File: config.mk
export PLATFORM = sky130hd
export DESIGN_NAME = tap_stream_fir
export DESIGN_NICKNAME = d
export VERILOG_FILES = /design/src/rtl/tap_stream_fir.sv
export SDC_FILE = /design/constraint.sdc
export NUM_CORES = 2
export LEC_CHECK = 0
export ABC_AREA = 1
export CAP_MARGIN = 10
export CORE_ASPECT_RATIO = 1.1
export CORE_MARGIN = 2
export CORE_UTILIZATION = 57
export CTS_BUF_LIST = sky130_fd_sc_hd__clkbuf_16
export DETAILED_ROUTE_END_ITERATION = 6
export PLACE_DENSITY = 0.76
export RECOVER_POWER = 100
export SYNTH_ARGS = -nofsm -noshare
export SYNTH_HDL_FRONTEND = slang
export SYNTH_SLANG_ARGS = --single-unit
File: constraint.sdc
create_clock -name clk -period 9.15 [get_ports clk]
set_input_delay 0.915 -clock clk [delete_from_list [all_inputs] [get_ports clk]]
set_output_delay 0.915 -clock clk [all_outputs]
set_load 0.05 [all_outputs]
File: src/rtl/tap_stream_fir.sv
// Double-banked streamed-coefficient FIR, one MAC per clock; sample_vld -> out_vld in NTAPS+1 cycles.
// No backpressure: samples arriving while busy are dropped and flagged by a one-cycle overrun pulse.
module tap_stream_fir #(
    parameter int NTAPS = 16,
    parameter int DW    = 16
) (
    input  logic                 clk,
    input  logic                 reset,
    input  logic                 tap_valid,
    input  logic [7:0]           tapnum,
    input  logic signed [DW-1:0] tapcoeff,
    input  logic signed [DW-1:0] sample_in,
    input  logic                 sample_vld,
    output logic signed [DW-1:0] sample_out,
    output logic                 out_vld,
    output logic                 busy,
    output logic                 overrun,
    output logic                 bank_sel
);

    localparam int IW = (NTAPS > 1) ? $clog2(NTAPS) : 1;
    localparam int PW = 2 * DW;
    localparam int AW = PW + IW;

    localparam logic [IW-1:0] LAST_IDX = IW'(NTAPS - 1);
    localparam logic [IW-1:0] NTAPS_W  = IW'(NTAPS);
    localparam logic [8:0]    NTAPS_L  = 9'(NTAPS);

    localparam logic signed [AW-1:0] SAT_MAX = {{(AW-DW+1){1'b0}}, {(DW-1){1'b1}}};
    localparam logic signed [AW-1:0] SAT_MIN = {{(AW-DW+1){1'b1}}, {(DW-1){1'b0}}};
    localparam logic signed [DW-1:0] OUT_MAX = {1'b0, {(DW-1){1'b1}}};
    localparam logic signed [DW-1:0] OUT_MIN = {1'b1, {(DW-1){1'b0}}};

    typedef enum logic [1:0] {
        S_IDLE = 2'd0,
        S_MAC  = 2'd1,
        S_OUT  = 2'd2
    } state_t;

    state_t                state_q, state_d;
    logic [IW-1:0]         idx_q, idx_d;
    logic [IW-1:0]         wp_q, wp_d;
    logic signed [AW-1:0]  acc_q, acc_d;
    logic signed [DW-1:0]  sample_out_q, sample_out_d;
    logic                  out_vld_q, out_vld_d;
    logic                  overrun_q, overrun_d;
    logic                  bank_sel_q, bank_sel_d;
    logic                  swap_pend_q, swap_pend_d;

    logic signed [DW-1:0]  coef_q [0:1][0:NTAPS-1];
    logic signed [DW-1:0]  x_q    [0:NTAPS-1];

    logic                  tap_hit;
    logic                  tap_last;
    logic [IW-1:0]         tap_idx;
    logic                  x_we;
    logic [IW-1:0]         rd_idx;
    logic signed [DW-1:0]  coef_rd;
    logic signed [DW-1:0]  x_rd;
    logic signed [PW-1:0]  prod;
    logic signed [AW-1:0]  acc_sum;
    logic signed [AW-1:0]  shifted;
    logic signed [DW-1:0]  sat_val;

    assign tap_hit  = tap_valid && ({1'b0, tapnum} < NTAPS_L);
    assign tap_last = tap_hit && ({1'b0, tapnum} == (NTAPS_L - 9'd1));
    assign tap_idx  = tapnum[IW-1:0];

    // Circular read: newest sample sits at wp, tap i looks i samples back.
    always_comb begin
        rd_idx = wp_q - idx_q;
        if (wp_q < idx_q) begin
            rd_idx = rd_idx + NTAPS_W;
        end
    end

    assign coef_rd = coef_q[bank_sel_q][idx_q];
    assign x_rd    = x_q[rd_idx];
    assign prod    = $signed({{DW{coef_rd[DW-1]}}, coef_rd}) * $signed({{DW{x_rd[DW-1]}}, x_rd});
    assign acc_sum = acc_q + {{(AW-PW){prod[PW-1]}}, prod};
    assign shifted = acc_sum >>> (DW - 1);

    always_comb begin
        sat_val = shifted[DW-1:0];
        if (shifted > SAT_MAX) begin
            sat_val = OUT_MAX;
        end else if (shifted < SAT_MIN) begin
            sat_val = OUT_MIN;
        end
    end

    always_comb begin
        state_d      = state_q;
        idx_d        = idx_q;
        wp_d         = wp_q;
        acc_d        = acc_q;
        sample_out_d = sample_out_q;
        out_vld_d    = 1'b0;
        overrun_d    = 1'b0;
        bank_sel_d   = bank_sel_q;
        swap_pend_d  = swap_pend_q;
        x_we         = 1'b0;

        case (state_q)
            S_IDLE: begin
                // Swap lands on this edge, so a sample accepted now already runs on the new bank.
                if (swap_pend_q) begin
                    bank_sel_d  = ~bank_sel_q;
                    swap_pend_d = 1'b0;
                end
                if (sample_vld) begin
                    x_we    = 1'b1;
                    acc_d   = '0;
                    idx_d   = '0;
                    state_d = S_MAC;
                end
            end
            S_MAC: begin
                acc_d = acc_sum;
                if (sample_vld) begin
                    overrun_d = 1'b1;
                end
                if (idx_q == LAST_IDX) begin
                    sample_out_d = sat_val;
                    out_vld_d    = 1'b1;
                    state_d      = S_OUT;
                end else begin
                    idx_d = idx_q + 1'b1;
                end
            end
            S_OUT: begin
                if (sample_vld) begin
                    overrun_d = 1'b1;
                end
                wp_d    = (wp_q == LAST_IDX) ? '0 : wp_q + 1'b1;
                state_d = S_IDLE;
            end
            default: begin
                state_d = S_IDLE;
            end
        endcase

        if (tap_last) begin
            swap_pend_d = 1'b1;
        end
    end

    always_ff @(posedge clk or negedge reset) begin
        if (!reset) begin
            state_q      <= S_IDLE;
            idx_q        <= '0;
            wp_q         <= '0;
            acc_q        <= '0;
            sample_out_q <= '0;
            out_vld_q    <= 1'b0;
            overrun_q    <= 1'b0;
            bank_sel_q   <= 1'b0;
            swap_pend_q  <= 1'b0;
        end else begin
            state_q      <= state_d;
            idx_q        <= idx_d;
            wp_q         <= wp_d;
            acc_q        <= acc_d;
            sample_out_q <= sample_out_d;
            out_vld_q    <= out_vld_d;
            overrun_q    <= overrun_d;
            bank_sel_q   <= bank_sel_d;
            swap_pend_q  <= swap_pend_d;
        end
    end

    always_ff @(posedge clk or negedge reset) begin
        if (!reset) begin
            for (int b = 0; b < 2; b++) begin
                for (int t = 0; t < NTAPS; t++) begin
                    coef_q[b][t] <= '0;
                end
            end
        end else if (tap_hit) begin
            coef_q[!bank_sel_q][tap_idx] <= tapcoeff;
        end
    end

    always_ff @(posedge clk or negedge reset) begin
        if (!reset) begin
            for (int t = 0; t < NTAPS; t++) begin
                x_q[t] <= '0;
            end
        end else if (x_we) begin
            x_q[wp_q] <= sample_in;
        end
    end

    assign sample_out = sample_out_q;
    assign out_vld    = out_vld_q;
    assign busy       = (state_q != S_IDLE);
    assign overrun    = overrun_q;
    assign bank_sel   = bank_sel_q;

endmodule

[Word level (Yosys, flattened, before mapping)]
Cells that the tools add are included.
Word-level totals
  bits in registers: 834
  output and inout port bits: 20
  word-level logic and storage cells: 140
Operators by class
  $add $sub $neg: 4
  multiply operators: 1
  order comparisons: 12
  equal/unequal tests: 8
  multiplexer cells: 35
  bitwise gates (word level): 7
  reductions and logical operators: 16
Operators with widths (count)
  256-bit two-way mux: 4
  512-bit bitwise mux: 1
  256-bit bitwise mux: 1
  256-bit demux with 1-bit select: 1
  16-bit binary-select mux with 4-bit select: 2
  16-bit demux with 4-bit select: 2
  16-bit two-way mux: 8
  36-bit one-hot mux with 2 select lines: 1
  36-bit adder: 1
  36-bit two-way mux: 1
  16-bit by 16-bit multiplier with 32-bit output: 1
  21-bit by 16-bit > comparator with 1-bit output (second input constant): 1
  21-bit by 16-bit less-than comparator with 1-bit output (second input constant): 1
  5-bit greater-or-equal comparator (second input constant): 4
  4-bit NOT with 5-bit output: 4
  4-bit two-way mux: 3
  5-bit by 1-bit less-than comparator with 1-bit output (second input constant): 2
  4-bit by 1-bit adder with 4-bit output (second input constant): 2
  4-bit == test (second input constant): 2
  8-bit by 4-bit == test with 1-bit output (second input constant): 1
  8-bit by 5-bit less-than comparator with 1-bit output (second input constant): 1
  4-bit one-hot mux with 2 select lines: 1
  2-bit AND reduction: 4
  1-bit two-way mux: 7
  16 further kinds: 27

[Depth between registers and ports, before layout]
  depth after elaboration: 12
  mapped depth: 60
  gate-level depth less buffers: 56

[Least setup slack after synthesis]
OpenSTA, ideal clock, no wires.
  path type: register -> register
  start point: register idx_q[1]
  end point: register sample_out_q[10], in the netlist sample_out[10]
  arrival: 9237 ps
  path slack: -208 ps
  stages on the path, launching flop included: 56
  clock period less this slack: 9358 ps
  cells stage by stage: dfrtp_1 -> clkbuf_1 -> inv_2 -> clkbuf_1 -> fa_1 -> inv_2 -> buf_2 -> buf_2 -> o21ai_0 -> o22ai_1 -> nand2_1 -> nand2_1 -> inv_1 -> o21ai_1 -> buf_2 -> nand2_1 -> fa_1 -> inv_1 -> (+20 left out) -> nand2_1 -> nand2_1 -> ha_1 -> nand2_2 -> nor2_4 -> inv_2 -> nor2_4 -> and3_4 -> nand2_4 -> nand2_2 -> nand2_2 -> nand2_2 -> nand2_2 -> nor2_4 -> nand3_2 -> a21oi_4 -> buf_12 -> a21oi_2
Between the ends
  longest elaborated chain between the ends: 10
  elaborated cells on any way between the ends: 17
  those cells by class: add/sub: 2; mul: 1; order compare: 2; eq/ne: 1; mux: 8; bitwise: 2; reduce/logical: 1
Ends and longest elaborated chain
  start: declaration: line 41  | logic [IW-1:0] idx_q, idx_d;
  start signal: assignment: line 161  | idx_q <= idx_d;
  4-bit subtractor: line 71  | rd_idx = wp_q - idx_q;
  4-bit NOT with 5-bit output (not written as such): line 78  | assign x_rd = x_q[rd_idx];
  16-bit binary-select mux with 4-bit select: line 78
  16-bit two-way mux (not written as such) (2 in a row): line 78
  16-bit by 16-bit multiplier with 32-bit output: line 79  | assign prod = $signed({{DW{coef_rd[DW-1]}}, coef_rd}) * $signed({{DW{x_rd[DW-1]}}, x_rd});
  36-bit adder: line 80  | assign acc_sum = acc_q + {{(AW-PW){prod[PW-1]}}, prod};
  21-bit by 16-bit less-than comparator with 1-bit output: line 87  | end else if (shifted < SAT_MIN) begin
  16-bit two-way mux: line 87
  16-bit two-way mux: line 85  | if (shifted > SAT_MAX) begin
  end signal: assignment: line 164  | sample_out_q <= sample_out_d;
  end: declaration: line 44  | logic signed [DW-1:0] sample_out_q, sample_out_d;
Several ways; a longest one is shown, not always the timed one. The select of a mux whose other input is x is not followed.
A chain may end at the register's enable or synchronous reset.

[Worst setup path in the final report]
  start point: register wp_q[0]
  end point: register sample_out_q[0], in the netlist sample_out[0]
Between the ends
  longest elaborated chain between the ends: 10
  elaborated cells on any way between the ends: 11
  those cells by class: add/sub: 2; mul: 1; order compare: 2; mux: 5; bitwise: 1
Ends and longest elaborated chain
  start: declaration: line 42  | logic [IW-1:0] wp_q, wp_d;
  start signal: assignment: line 162  | wp_q <= wp_d;
  4-bit subtractor *: line 71
  4-bit NOT with 5-bit output (not written as such) *: line 78
  16-bit binary-select mux with 4-bit select *: line 78
  16-bit two-way mux (not written as such) * (2 in a row): line 78
  16-bit by 16-bit multiplier with 32-bit output *: line 79
  36-bit adder *: line 80
  21-bit by 16-bit less-than comparator with 1-bit output: line 87
  16-bit two-way mux: line 87
  16-bit two-way mux *: line 85
Mark *: on every way between the ends. The rest lies on a longest branch, timed or not. The select of a mux whose other input is x is not followed.

==> flow_summary.ini <==
[routing]
vias_per_cell = 5.77
drt_iter0_drc = 4534
ant_nets = 0
first_pass_iters = 7
via_count = 42965
wl_per_cell_um = 18.9
wirelength_um = 141000
drc_errors = 0

[setup_path]
cp_max_fo = 18
worstReg2RegStart = wp_q[0]
rr_worst_depth = 49
cp-start-kind = flip-flop
reg2reg_setup_slack_ns = 0.007
cpMaxStageDelayCell = fa_2
cp.required_ns = 9.73
arrival_ns = 9.72
max_stage_delay_ns = 0.61
cp-end-kind = flip-flop
path_class = reg2reg
crit_buf_inv = 14
crit_top_cell = fa_1
cp_top_family = adder cells
timing.rr.end = sample_out[0]

[timing]
fin_ws_ns = 0.00708
fin_crit_sh_pct = 99.9
finalHoldViolCount = 0
setup_violations = 0
maxSlewHeadroom_pct = -310
tightest_slew_ns = 6.15
period_needed_ns = 9.14
slew_violations = 1094
fin_worst_skew_ns = 0.0479
fmax_mhz = 109
rsz0062_at_grt = yes

[clock_network]
cts_hold_buffers = 0
clk_pin_slew_ns = 0.06
cts_max_level = 3
cts_sinks = 834
root_buffer = clkbuf_16
clockBufferDepth = 3
cts_tree = done
numCtsBuffers = 87
clkLatencyLatePin_ns = 0.69

[floorplanning]
start_util_pct = 57.4
die_w_um = 285
rows = 113
io_pins = 64
die_h_um = 313
core_area_mm2 = 0.0862
die_area_mm2 = 0.0892

[hold_path]
hold_depth = 2
hp-class = reg2reg
min_from = coef_q[63]
hold_path_end = coef_q[63]

[outcome]
outcome = finished, violations left
violations = max-capacitance violations, max-slew violations

[global_route]
met1_usage_pct = 43.2
grt_pass1_vias = 42364
grt_max_degree = 192
use_met2_pct = 52.3
grt-ovfl-total = 0
track_usage_pct = 32.0
grt_pass1_wl_um = 228000
busiest_layer = met2
antenna_found_initial = 0
met3_usage_pct = 4.76

[synthesis]
synth_edf_count = 0
yosysSeqAreaShare_pct = 42.2
synth_flop_cell = dfrtp_1
syn_inst = 6107
syn-num-nets = 6543
ys_seq_elements = 834
synth.distinct_cells = 48
postSynth.asyncResetShare_pct = 100
syn_avg_cell_area_um2 = 8.10
synth_area_mm2 = 0.0495
ys_warn_count = 0

[finish]
diodes = 0
final_common_cell = nand2_1
syn_to_final_growth_pct = 14.3
final_cell_mix = nand2_1, o21ai_0, dfrtp_1, inv_1, nor2_1
layout-drive-gt1-share_pct = 10.7
final_nets = 6671

[placed_design]
place.gp.congestion = 0.966
hpwl_um = 93300
pre_cts_ws_ns = -0.669
portBuffers = 63

[run]
maxCapViolations = 17
-- state kept, by name, summed over array words and instances (netlist names) --
register and flops:
state_q 2, x_q 256, out_vld 1, swap_pend_q 1, overrun 1, bank_sel 1, sample_out 16, wp_q 4
acc_q 36, idx_q 4, coef_q 512
-- stage by stage --
stage | setup TNS (ns) | util (%) | instances | hold slack, ns | area, µm²
3_5_place_dp | -11.95 | 61.6 | 7282 | 0.467 | 53200
2_1_floorplan | 0 | - | 6107 | 0.448 | 49500
5_1_grt | -11.81 | 65.6 | 7452 | 0.493 | 56600
6_report | 0 | 65.6 | 7452 | 0.480 | 56600
4_1_cts | 0 | 65.1 | 7437 | 0.388 | 56100
3_3_place_gp | -8.23 | 61.6 | 7282 | 0.461 | 53200
-- synth_stat cells (all sizes together), types with 8 or more instances --
cell	instances	area, µm²
nand2	1770	6710
o21ai	1075	5460
dfrtp	834	20900
inv	532	2000
nor2	516	1970
clkbuf	306	1150
fa	265	5310
a21oi	158	847
ha	127	1590
o22ai	114	713
nand3	108	571
buf	90	475
a32o	75	751
xor2	32	280
o211ai	19	143
xnor2	16	140
a22o	15	131
a31oi	8	50.1
nor3	8	45.0
-- layer usage --
layer | routed length (µm) | part of all wire (%)
met5 | 0 | 0
met4 | 5220 | 3.7
met3 | 10900 | 7.7
met2 | 67700 | 48
met1 | 57300 | 41
-- how the worst max path moves through the flow --
stage,startpoint,endpoint,slack [ns],cells past startpoint
CTS,wp_q[0],sample_out[3],0.003,47
detailed placement,wp_q[0],sample_out[9],-0.67,49
global route,wp_q[0],sample_out[6],-0.45,51
global placement,wp_q[0],sample_out[5],-0.46,49
finish,wp_q[0],sample_out[0],0.007,49
floorplan,idx_q[1],sample_out[10],0.01,55
-- area by class of cell --
cell class                      count  area (µm²)
Tap cell                         1150        1440
Clock buffer                       87        2180
Clock inverter                     69         563
Sequential cell                   834       20900
Inverter                          535        2030
Fill cell                        7121       29700
Timing Repair Buffer              435        3910
Multi-Input combinational cell   4342       25600
-- logic make-up (layout without fill, tap and decap cells) --
kind of cell	after synthesis	after routing	share of synthesized area, %
and+or+nand+nor	2416	2416	19.0
AOI/OAI and AO/OA	1486	1486	16.7
buffers and inverters	931	1126	7.34
DFF	834	834	42.2
adders and majority gates	392	392	13.9
xor gates and xnor gates	48	48	0.850
-- worst register-to-register path: cells and delay by family (launching register included) --
family / cells / cell delay (ns)
AND/OR/NAND/NOR: 19 / 1.72
AO/OA/AOI/OAI: 5 / 0.79
buffers and inverters: 14 / 1.56
flip-flops: 1 / 0.38
adder cells (fa/ha/maj): 10 / 4.47
XOR/XNOR: 1 / 0.12
-- timing repair --
action                                  CTS  global route
resized for setup                        46            91
pin swaps                                 4            17
buffers inserted                          0            10
endpoints found under the setup margin   25            33
gates cloned                              0             2
hold endpoints to repair                  0             0
Power is left out: the tool's default activity adds up to more than one toggle a clock period on the data nets, which glitch-free logic cannot reach.
